## src/rtl/collision_pkg.sv

```systemverilog
// Shared types and constants for the collision-map reader and its address helper.
package collision_pkg;

  localparam int MAP_W_DEF = 320;
  localparam int MAP_H_DEF = 240;
  localparam int BLOCK_BIT = 0;
  localparam int N_SAMPLES = 3;

  typedef enum logic [1:0] {
    DIR_UP    = 2'd0,
    DIR_DOWN  = 2'd1,
    DIR_LEFT  = 2'd2,
    DIR_RIGHT = 2'd3
  } dir_t;

  typedef logic [2:0] state_t;

  localparam state_t ST_IDLE    = 3'd0;
  localparam state_t ST_CHECK   = 3'd1;
  localparam state_t ST_SAMPLE0 = 3'd2;
  localparam state_t ST_SAMPLE1 = 3'd3;
  localparam state_t ST_SAMPLE2 = 3'd4;
  localparam state_t ST_DRAIN   = 3'd5;
  localparam state_t ST_DONE    = 3'd6;

endpackage

```

## src/rtl/collision_addr_calc.sv

```systemverilog
// Combinational pixel (x,y) to linear map address, y*MAP_W + x, built from shifted copies of y.
module collision_addr_calc #(
  parameter int MAP_W  = 320,
  parameter int ADDR_W = 19,
  parameter int X_W    = 9,
  parameter int Y_W    = 8
) (
  input  logic [X_W-1:0]    x,
  input  logic [Y_W-1:0]    y,
  output logic [ADDR_W-1:0] addr
);

  localparam logic [ADDR_W-1:0] STRIDE = ADDR_W'(MAP_W);

  // Each set bit of the constant stride adds one shifted y (320 -> (y<<8) + (y<<6)).
  always_comb begin
    addr = ADDR_W'(x);
    for (int k = 0; k < ADDR_W; k++) begin
      if (STRIDE[k]) addr = addr + (ADDR_W'(y) << k);
    end
  end

endmodule

```

## src/rtl/collision_query.sv

```systemverilog
// Movement-legality checker: bounds test, then three pipelined reads of the collision RAM
// along the leading edge of the target box, then a one-cycle allowed/blocked response.
module collision_query
  import collision_pkg::*;
#(
  parameter int MAP_W  = MAP_W_DEF,
  parameter int MAP_H  = MAP_H_DEF,
  parameter int SPR_W  = 16,
  parameter int SPR_H  = 16,
  parameter int STEP   = 4,
  parameter int ADDR_W = 19
) (
  input  logic              Clk,
  input  logic              Reset_n,
  input  logic              req_valid,
  output logic              req_ready,
  input  logic [8:0]        req_x,
  input  logic [7:0]        req_y,
  input  logic [1:0]        req_dir,
  output logic [ADDR_W-1:0] col_read_address,
  input  logic [3:0]        col_data,
  output logic              rsp_valid,
  output logic              rsp_allowed,
  output logic [8:0]        rsp_x,
  output logic [7:0]        rsp_y,
  output logic [2:0]        dbg_state
);

  // Handshake: a request is taken on the rising edge where req_valid && req_ready;
  // req_ready is high only in IDLE, and rsp_valid is a single-cycle strobe with no backpressure.

  state_t      state_q, state_d;
  logic [8:0]  x_q, nx, sx;
  logic [7:0]  y_q, ny, sy;
  dir_t        dir_q;
  logic        blocked_q, blocked_now, oob, issue;
  logic [1:0]  idx;
  logic [ADDR_W-1:0] sample_addr;
  logic        col_data_unused;

  assign col_data_unused = ^col_data;
  assign req_ready       = (state_q == ST_IDLE);
  assign dbg_state       = state_q;
  assign blocked_now     = blocked_q | col_data[BLOCK_BIT];

  function automatic logic [8:0] span_off(input logic [1:0] i, input int span);
    case (i)
      2'd0:    span_off = 9'd0;
      2'd1:    span_off = 9'(span / 2);
      default: span_off = 9'(span - 1);
    endcase
  endfunction

  always_comb begin
    nx  = x_q;
    ny  = y_q;
    oob = 1'b0;
    case (dir_q)
      DIR_UP: begin
        ny  = y_q - 8'(STEP);
        oob = int'(y_q) < STEP;
      end
      DIR_DOWN: begin
        ny  = y_q + 8'(STEP);
        oob = int'(y_q) + STEP + SPR_H > MAP_H;
      end
      DIR_LEFT: begin
        nx  = x_q - 9'(STEP);
        oob = int'(x_q) < STEP;
      end
      default: begin
        nx  = x_q + 9'(STEP);
        oob = int'(x_q) + STEP + SPR_W > MAP_W;
      end
    endcase
  end

  // The address for sample i is prepared one state ahead so it is registered out on time.
  always_comb begin
    case (state_q)
      ST_SAMPLE0: idx = 2'd1;
      ST_SAMPLE1: idx = 2'd2;
      default:    idx = 2'd0;
    endcase
    if (dir_q == DIR_UP || dir_q == DIR_DOWN) begin
      sy = (dir_q == DIR_UP) ? ny : ny + 8'(SPR_H - 1);
      sx = nx + span_off(idx, SPR_W);
    end else begin
      sx = (dir_q == DIR_LEFT) ? nx : nx + 9'(SPR_W - 1);
      sy = ny + 8'(span_off(idx, SPR_H));
    end
    issue = (state_q == ST_CHECK && !oob) || state_q == ST_SAMPLE0 || state_q == ST_SAMPLE1;
  end

  collision_addr_calc #(
    .MAP_W  (MAP_W),
    .ADDR_W (ADDR_W),
    .X_W    (9),
    .Y_W    (8)
  ) u_addr (
    .x    (sx),
    .y    (sy),
    .addr (sample_addr)
  );

  always_comb begin
    state_d = ST_IDLE;
    case (state_q)
      ST_IDLE:    state_d = req_valid ? ST_CHECK : ST_IDLE;
      ST_CHECK:   state_d = oob ? ST_DONE : ST_SAMPLE0;
      ST_SAMPLE0: state_d = ST_SAMPLE1;
      ST_SAMPLE1: state_d = ST_SAMPLE2;
      ST_SAMPLE2: state_d = ST_DRAIN;
      ST_DRAIN:   state_d = ST_DONE;
      default:    state_d = ST_IDLE;
    endcase
  end

  always_ff @(posedge Clk or negedge Reset_n) begin
    if (!Reset_n) begin
      state_q          <= ST_IDLE;
      x_q              <= '0;
      y_q              <= '0;
      dir_q            <= DIR_UP;
      blocked_q        <= 1'b0;
      col_read_address <= '0;
      rsp_valid        <= 1'b0;
      rsp_allowed      <= 1'b0;
      rsp_x            <= '0;
      rsp_y            <= '0;
    end else begin
      state_q          <= state_d;
      col_read_address <= issue ? sample_addr : '0;
      rsp_valid        <= 1'b0;
      if (state_q == ST_IDLE && req_valid) begin
        x_q   <= req_x;
        y_q   <= req_y;
        dir_q <= dir_t'(req_dir);
      end
      case (state_q)
        ST_CHECK: begin
          blocked_q <= 1'b0;
          if (oob) begin
            rsp_valid   <= 1'b1;
            rsp_allowed <= 1'b0;
            rsp_x       <= x_q;
            rsp_y       <= y_q;
          end
        end
        ST_SAMPLE1, ST_SAMPLE2: blocked_q <= blocked_now;
        // Last read data arrives here; the response goes out in DONE.
        ST_DRAIN: begin
          blocked_q   <= blocked_now;
          rsp_valid   <= 1'b1;
          rsp_allowed <= !blocked_now;
          rsp_x       <= blocked_now ? x_q : nx;
          rsp_y       <= blocked_now ? y_q : ny;
        end
        default: ;
      endcase
    end
  end

endmodule
```

## config.mk

```make
export PLATFORM = sky130hd
export DESIGN_NAME = collision_query
export DESIGN_NICKNAME = d
export VERILOG_FILES = /design/src/rtl/collision_pkg.sv /design/src/rtl/collision_addr_calc.sv /design/src/rtl/collision_query.sv
export SDC_FILE = /design/constraint.sdc
export NUM_CORES = 1
export LEC_CHECK = 0
export BUFFER_PORTS_ARGS = -buffer_cell sky130_fd_sc_hd__buf_2
export CORE_MARGIN = 4
export CORE_UTILIZATION = 25
export DETAILED_ROUTE_END_ITERATION = 16
export SYNTH_ARGS = -nofsm -noshare
export SYNTH_HDL_FRONTEND = slang
export SYNTH_SLANG_ARGS = --single-unit
export TNS_END_PERCENT = 20
```

## constraint.sdc

```tcl
create_clock -name Clk -period 10.85 [get_ports Clk]
set_input_delay 2.7125 -clock Clk [delete_from_list [all_inputs] [get_ports Clk]]
set_output_delay 2.7125 -clock Clk [all_outputs]
set_load 0.02 [all_outputs]
```

==> impl_results.md, run 1 <==
* Final worst-path cycle share at 47.80%
* Rows at 46
* Antenna violations before repair at 0
* # Post-CTS Setup Buffers at 0
* Mapped Cells at 447
* Pin count of the biggest net entering global routing at 60
* Drt wl/cell at 13.01 um
* Starting Density at 25.47%
* Final Hold Vio Count at 0
* Largest delay share family, worst path: adder cells
* Worst hold path class: flop to flop
* FFs w/ async S/R, synth at 100.0%
* FF-to-FF path depth at 22
* Syn Area/Cell at 9.019 um^2
* I/O pins at 68
* Die Ht at 135.0 um
* CTS sink cnt at 59
* CTS root buffer: clkbuf_16
* CP Capture Type: flop
* Number of vias per cell at 4.471
* GR Util met3 at 3.465%
* CP Depth at 22
* Input/output buffers at 62
* Cts repair resizes at 0
* Fin crit period at 5.187 ns
* Hold Slack at 0.4684 ns
* Non-Filler Instances at 720
* Worst setup path startpoint: dbg_state[1]
* Fmax at 192.8 MHz
* ANT nets after route at 0
* CP Cell Sequence: nor2b_1, nand2_1, inv_1, ha_1, inv_1, fa_1, nor2b_1, o21ai_0, a21oi_1, nand3b_1, nor3_1, xnor2_1, fa_1, inv_1, ha_1, a21o_1, a21oi_1, nand2b_1, a21oi_1, o211ai_1, nor2b_1, o211a_1
* Total CTS buffers at 9
* Pre-antenna DRT Iters at 4
* Final nets at 559
* Hold Buf Count CTS at 0
* Crit path to: col_read_address[16]
* Post-synthesis cell type count at 55
* Cell Area, Placed at 4504 um^2
* Status: finished clean
* Yosys Warn Count at 0
* Via count at 3219
* Reg2reg setup slack at 5.66 ns
* Final TNS setup at 0 ns
* Final slew viol count at 0
* RSZ-0062 raised after global routing: no
* Grt total ovfl at 0
* Fin area at 4818 um^2
* Global Route met1 Usage at 14.51%
* Final setup vio count at 0
* Chip width at 135.0 um
* Ys flop type: dfrtp_1
* DRT Wirelength at 9365 um
* Crit-path max FO at 8
* Relative slew slack at 25.46%
* Worst endpoint required time at 11.07 ns
* Synth Register Bits at 59
* Die ar. at 18220 um^2
* Gpl congestion at 0.8469
* Grt peak-use layer: met2
* Slowest CP cell: fa_1
* Hold path startpoint: rsp_x[7]
* Hold-critical path depth at 2
* Number of flops mapped to enable cells by yosys at 0
* First-pass GRT wire length at 15610 um
* Core ar. at 15830 um^2
* Crit start category: flop
* H-tree depth at 3
* Total GRT Usage at 10.73%
* R2r startpoint: dbg_state[1]
* Number of DRC markers in iteration 0 at 255
* Worst Path Arrival at 5.40 ns
* Crit path buf inv count at 3
* Clk_lat worst skew at 0.33 ns
* Placed Cells at 704
* CTS Buffer Depth at 2
* Crit path kind: flop to flop
* Worst path max stage delay at 0.57 ns
* Layout cell share with drive strength beyond 1 at 20.83%
* Least-Margin Pin Slew at 1.118 ns
* Clock Skews at 0.006526 ns
* Register area share after synthesis at 36.62%
* Met2 Use GR at 17.01%
* Synth-to-Final Area Change at 19.52%
* Reg clk slew, reported paths at 0.05 ns
* CTS tree: yes
* Inserted Diodes at 0
* DRC at 0
* Maxcap violations at 0
* RR Endpoint: col_read_address[16]
* Cell area after synthesis at 4031 um^2
* Vias in the first global route at 3047
* Final HPWL DP at 7135 um
## worst min-delay path, stage by stage, from the launching register on
cell and delay (ns):
dfrtp_1 0.33, nand2_1 0.06, o21ai_2 0.05
## cell type report
class / count / area, um^2
Multi-Input combinational cell: 337 / 2316
Timing Repair Buffer: 67 / 347.8
Inverter: 25 / 93.84
Clock buffer: 12 / 266.5
Fill cell: 1661 / 11010
Tap cell: 216 / 270.3
Clock inverter: 4 / 47.55
Sequential cell: 59 / 1476
## Yosys cell counts, types with 2 or more instances
master / n / area [um^2]
dfrtp_1: 59 / 1476
nand2_1: 53 / 198.9
ha_1: 30 / 375.4
o21ai_0: 30 / 150.1
nor2_1: 28 / 105.1
xnor2_1: 27 / 236.5
inv_1: 25 / 93.84
a21oi_1: 24 / 120.1
xor2_1: 17 / 148.9
clkbuf_1: 14 / 52.55
nor3_1: 14 / 70.07
nor2b_1: 12 / 75.07
mux2_2: 9 / 101.4
o21ai_2: 8 / 70.07
o21ai_1: 6 / 30.03
a21o_1: 5 / 37.54
buf_6: 5 / 56.30
nand3_1: 5 / 25.02
a211oi_1: 4 / 30.03
and2_1: 4 / 25.02
buf_1: 4 / 15.01
fa_1: 4 / 80.08
mux2i_1: 4 / 40.04
nand4_1: 4 / 25.02
or4_1: 4 / 30.03
and3_1: 3 / 18.77
nand2b_1: 3 / 18.77
nand3b_1: 3 / 22.52
o211ai_1: 3 / 22.52
or3_1: 3 / 18.77
and3b_1: 2 / 17.52
buf_2: 2 / 10.01
buf_4: 2 / 15.01
nor4_1: 2 / 12.51
o21a_1: 2 / 15.01
o22ai_1: 2 / 12.51
o41ai_1: 2 / 17.52
or2_2: 2 / 12.51
## per-stage QoR
| step | utilization [%] | worst slack [ns] |
|---|---|---|
| 2_1_floorplan | - | 6.217 |
| 3_3_place_gp | 28.46 | 5.731 |
| 3_5_place_dp | 28.46 | 5.693 |
| 4_1_cts | 30.44 | 5.655 |
| 5_1_grt | 30.44 | 5.270 |
| 6_report | 30.44 | 5.663 |
## cells in the final DEF, fill, tap and decap left out, types with 3 or more instances in the layout
master / Yosys / routed
xor2_1: 17 / 17
buf_4: 2 / 5
mux2i_1: 4 / 4
or4_1: 4 / 4
dfrtp_1: 59 / 59
and2_1: 4 / 4
or3_1: 3 / 3
o21ai_1: 6 / 6
a21oi_1: 24 / 24
nand3_1: 5 / 5
nor3_1: 14 / 14
clkbuf_8: 0 / 3
nor2b_1: 12 / 12
o21ai_0: 30 / 30
fa_1: 4 / 4
nand3b_1: 3 / 3
o211ai_1: 3 / 3
buf_2: 2 / 62
a21o_1: 5 / 5
a211oi_1: 4 / 4
clkbuf_16: 0 / 9
nand2_1: 53 / 53
nand2b_1: 3 / 3
xnor2_1: 27 / 27
nor2_1: 28 / 28
and3_1: 3 / 3
inv_1: 25 / 25
ha_1: 30 / 30
nand4_1: 4 / 4
o21ai_2: 8 / 8
mux2_2: 9 / 9
## state kept, by name, summed over array words and instances (netlist names)
| signal | count |
|---|---|
| dir_q | 2 |
| dbg_state | 3 |
| x_q | 9 |
| blocked_q | 1 |
| y_q | 8 |
| rsp_x | 9 |
| col_read_address | 17 |
| rsp_valid | 1 |
| rsp_allowed | 1 |
| rsp_y | 8 |
## worst min path at each step
stage,to
final,rsp_x[7]
after global routing,rsp_x[6]
after CTS,rsp_x[7]
after detailed placement,rsp_x[7]
after global placement,rsp_x[5]
after floorplan,blocked_q
## layer usage
metal	share of wire [%]	up-vias
met5	0	-
met1	45	1507
li1	-	1635
met2	48	68
met4	0.77	0
met3	6.2	9
## cells by family (layout without fill, tap and decap cells)
family                   after synthesis  after routing  share of synthesized area (%)
other                                  1              2                        0.09302
XOR/XNOR                              44             44                          9.559
buffers and inverters                 52            108                          6.021
AO/OA/AOI/OAI                         96             96                          14.65
flip-flops                            59             59                          36.62
adder cells (fa/ha/maj)               34             34                          11.30
multiplexers                          14             14                          3.880
AND/OR/NAND/NOR                      147            147                          17.88
Power of run 1 is not shown: default switching activity piles up to over one toggle a cycle in this logic, so the estimate is an artifact.
==> run 2, diff against run 1 <==
- clock period: 10.85 -> 4.9 ns (I/O delays scaled with it)
==> impl_results.md, run 2 (synthesis results as in run 1) <==
* Crit-path max FO at 8
* Final setup vio count at 0
* Regs by FF count: col_read_address: 17 flops, rsp_x: 9 flops, x_q: 9 flops
* Inserted Diodes at 0
* Relative slew slack at 42.36%
* Layout cell share with drive strength beyond 1 at 23.35%
* Die ar. at 18220 um^2
* Input/output buffers at 62
* Grt total ovfl at 0
* CP Capture Type: flop
* Non-Filler Instances at 730
* Final setup margin at 0.4655 ns
* I/O pins at 68
* CTS root buffer: clkbuf_16
* Pre-antenna DRT Iters at 4
* Drt wl/cell at 13.56 um
* Crit start category: flop
* Hold path startpoint: rsp_allowed
* Crit path kind: flop to flop
* Reg clk slew, reported paths at 0.06 ns
* Slowest CP cell: fa_1
* First-pass GRT wire length at 16410 um
* RR Endpoint: col_read_address[16]
* Synth-to-Final Area Change at 22.59%
* Reg2reg setup slack at 0.47 ns
* Worst path max stage delay at 0.54 ns
* DRT Wirelength at 9900 um
* Worst hold path class: flop to flop
* Rows at 46
* Vias in the first global route at 3291
* Core ar. at 15830 um^2
* Via count at 3299
* Maxcap violations at 0
* Gpl congestion at 0.8534
* Most frequent CP cell: ha_1
* Hold Buf Count CTS at 0
* Worst endpoint required time at 5.12 ns
* Final HPWL DP at 7557 um
* CTS Buffer Depth at 2
* DRC at 0
* Final Hold Vio Count at 0
* Least-Margin Pin Slew at 0.8646 ns
* Status: finished clean
* H-tree depth at 3
* ANT nets after route at 0
* CTS sink cnt at 59
* Total CTS buffers at 9
* Number of vias per cell at 4.519
* Starting Density at 25.47%
* Placed Cells at 714
* Worst Hold Path EP: rsp_allowed
* Final worst-path cycle share at 90.50%
* Fmax at 225.5 MHz
* Cts repair resizes at 0
* Place WS at 0.3447 ns
* Final TNS setup at 0 ns
* CTS tree: yes
* Clock Skews at 0.008699 ns
* Most flops, register: col_read_address
* FF-to-FF path depth at 21
* Chip width at 135.0 um
* CP Cell Sequence: inv_1, ha_1, xnor2_1, nand2_1, o21ai_0, ha_1, o21ai_0, a21oi_2, nand3b_1, nor3_2, xnor2_1, fa_1, inv_1, ha_1, a21o_1, a21oi_1, nand2b_1, a21oi_1, o211ai_1, nor2b_1, o211a_1
* Antenna violations before repair at 0
* Fin crit period at 4.435 ns
* Clk_lat worst skew at 0.33 ns
* Total GRT Usage at 11.34%
* Max reg flops at 17
* Most common cell after layout, fill and taps aside: buf_2
* Final nets at 569
* Die Ht at 135.0 um
* Pin count of the biggest net entering global routing at 36
* Number of DRC markers in iteration 0 at 195
* # Post-CTS Setup Buffers at 0
* Final slew viol count at 0
* RSZ-0062 raised after global routing: no
* R2r startpoint: x_q[3]
* Fillers at 1675
* Hold-critical path depth at 2
* Worst Path Arrival at 4.66 ns
* Worst setup path startpoint: x_q[3]
* Most frequent cells in the layout: 62 x buf_2, 58 x dfrtp_1, 52 x nand2_1
-- run 2: worst max-delay path by stage --
stage / endpoint / slack (ns) / cells after the start
2_1_floorplan: col_read_address[16] / 0.27 / 22
4_1_cts: col_read_address[16] / 0.29 / 21
6_report: col_read_address[16] / 0.47 / 21
5_1_grt: col_read_address[15] / 0.005 / 21
3_3_place_gp: col_read_address[16] / 0.37 / 21
3_5_place_dp: col_read_address[16] / 0.34 / 21
-- run 2: area by class of cell --
class | count | area, um^2 | share of cell area, %
multi-input cells | 337 | 2330 | 47.14
flip-flops and latches | 59 | 1478 | 29.90
repair buffers | 77 | 422.9 | 8.557
clock buffers | 13 | 280.3 | 5.671
well taps | 216 | 270.3 | 5.468
inverters | 25 | 93.84 | 1.899
clock inverters | 3 | 67.56 | 1.367
-- run 2: per-layer routing --
layer,global-route usage [%],wire [um],up-vias
met5,0,0,-
met4,4.423,183,0
met3,3.130,564,16
met2,18.32,4726,71
met1,14.45,4425,1550
li1,-,-,1662
-- run 2: metrics by stage --
stage / hold WS, ns / instance area (um^2) / util, %
floorplan: 0.5234 / 4035 / -
global placement: 0.4598 / 4579 / 28.93
detailed placement: 0.4581 / 4579 / 28.93
CTS: 0.4710 / 4927 / 31.13
global route: 0.4964 / 4942 / 31.23
finish: 0.4680 / 4942 / 31.23
-- run 2: worst max-delay path, delay by kind of cell, from the launching register on --
family | cells | cell delay (ns)
buf+inv | 2 | 0.15
simple gates | 5 | 0.65
compound gates | 8 | 1.34
xor+xnor | 2 | 0.27
fa+ha+maj | 4 | 1.50
flops | 1 | 0.43
Power of run 2 is left out for the same reason.
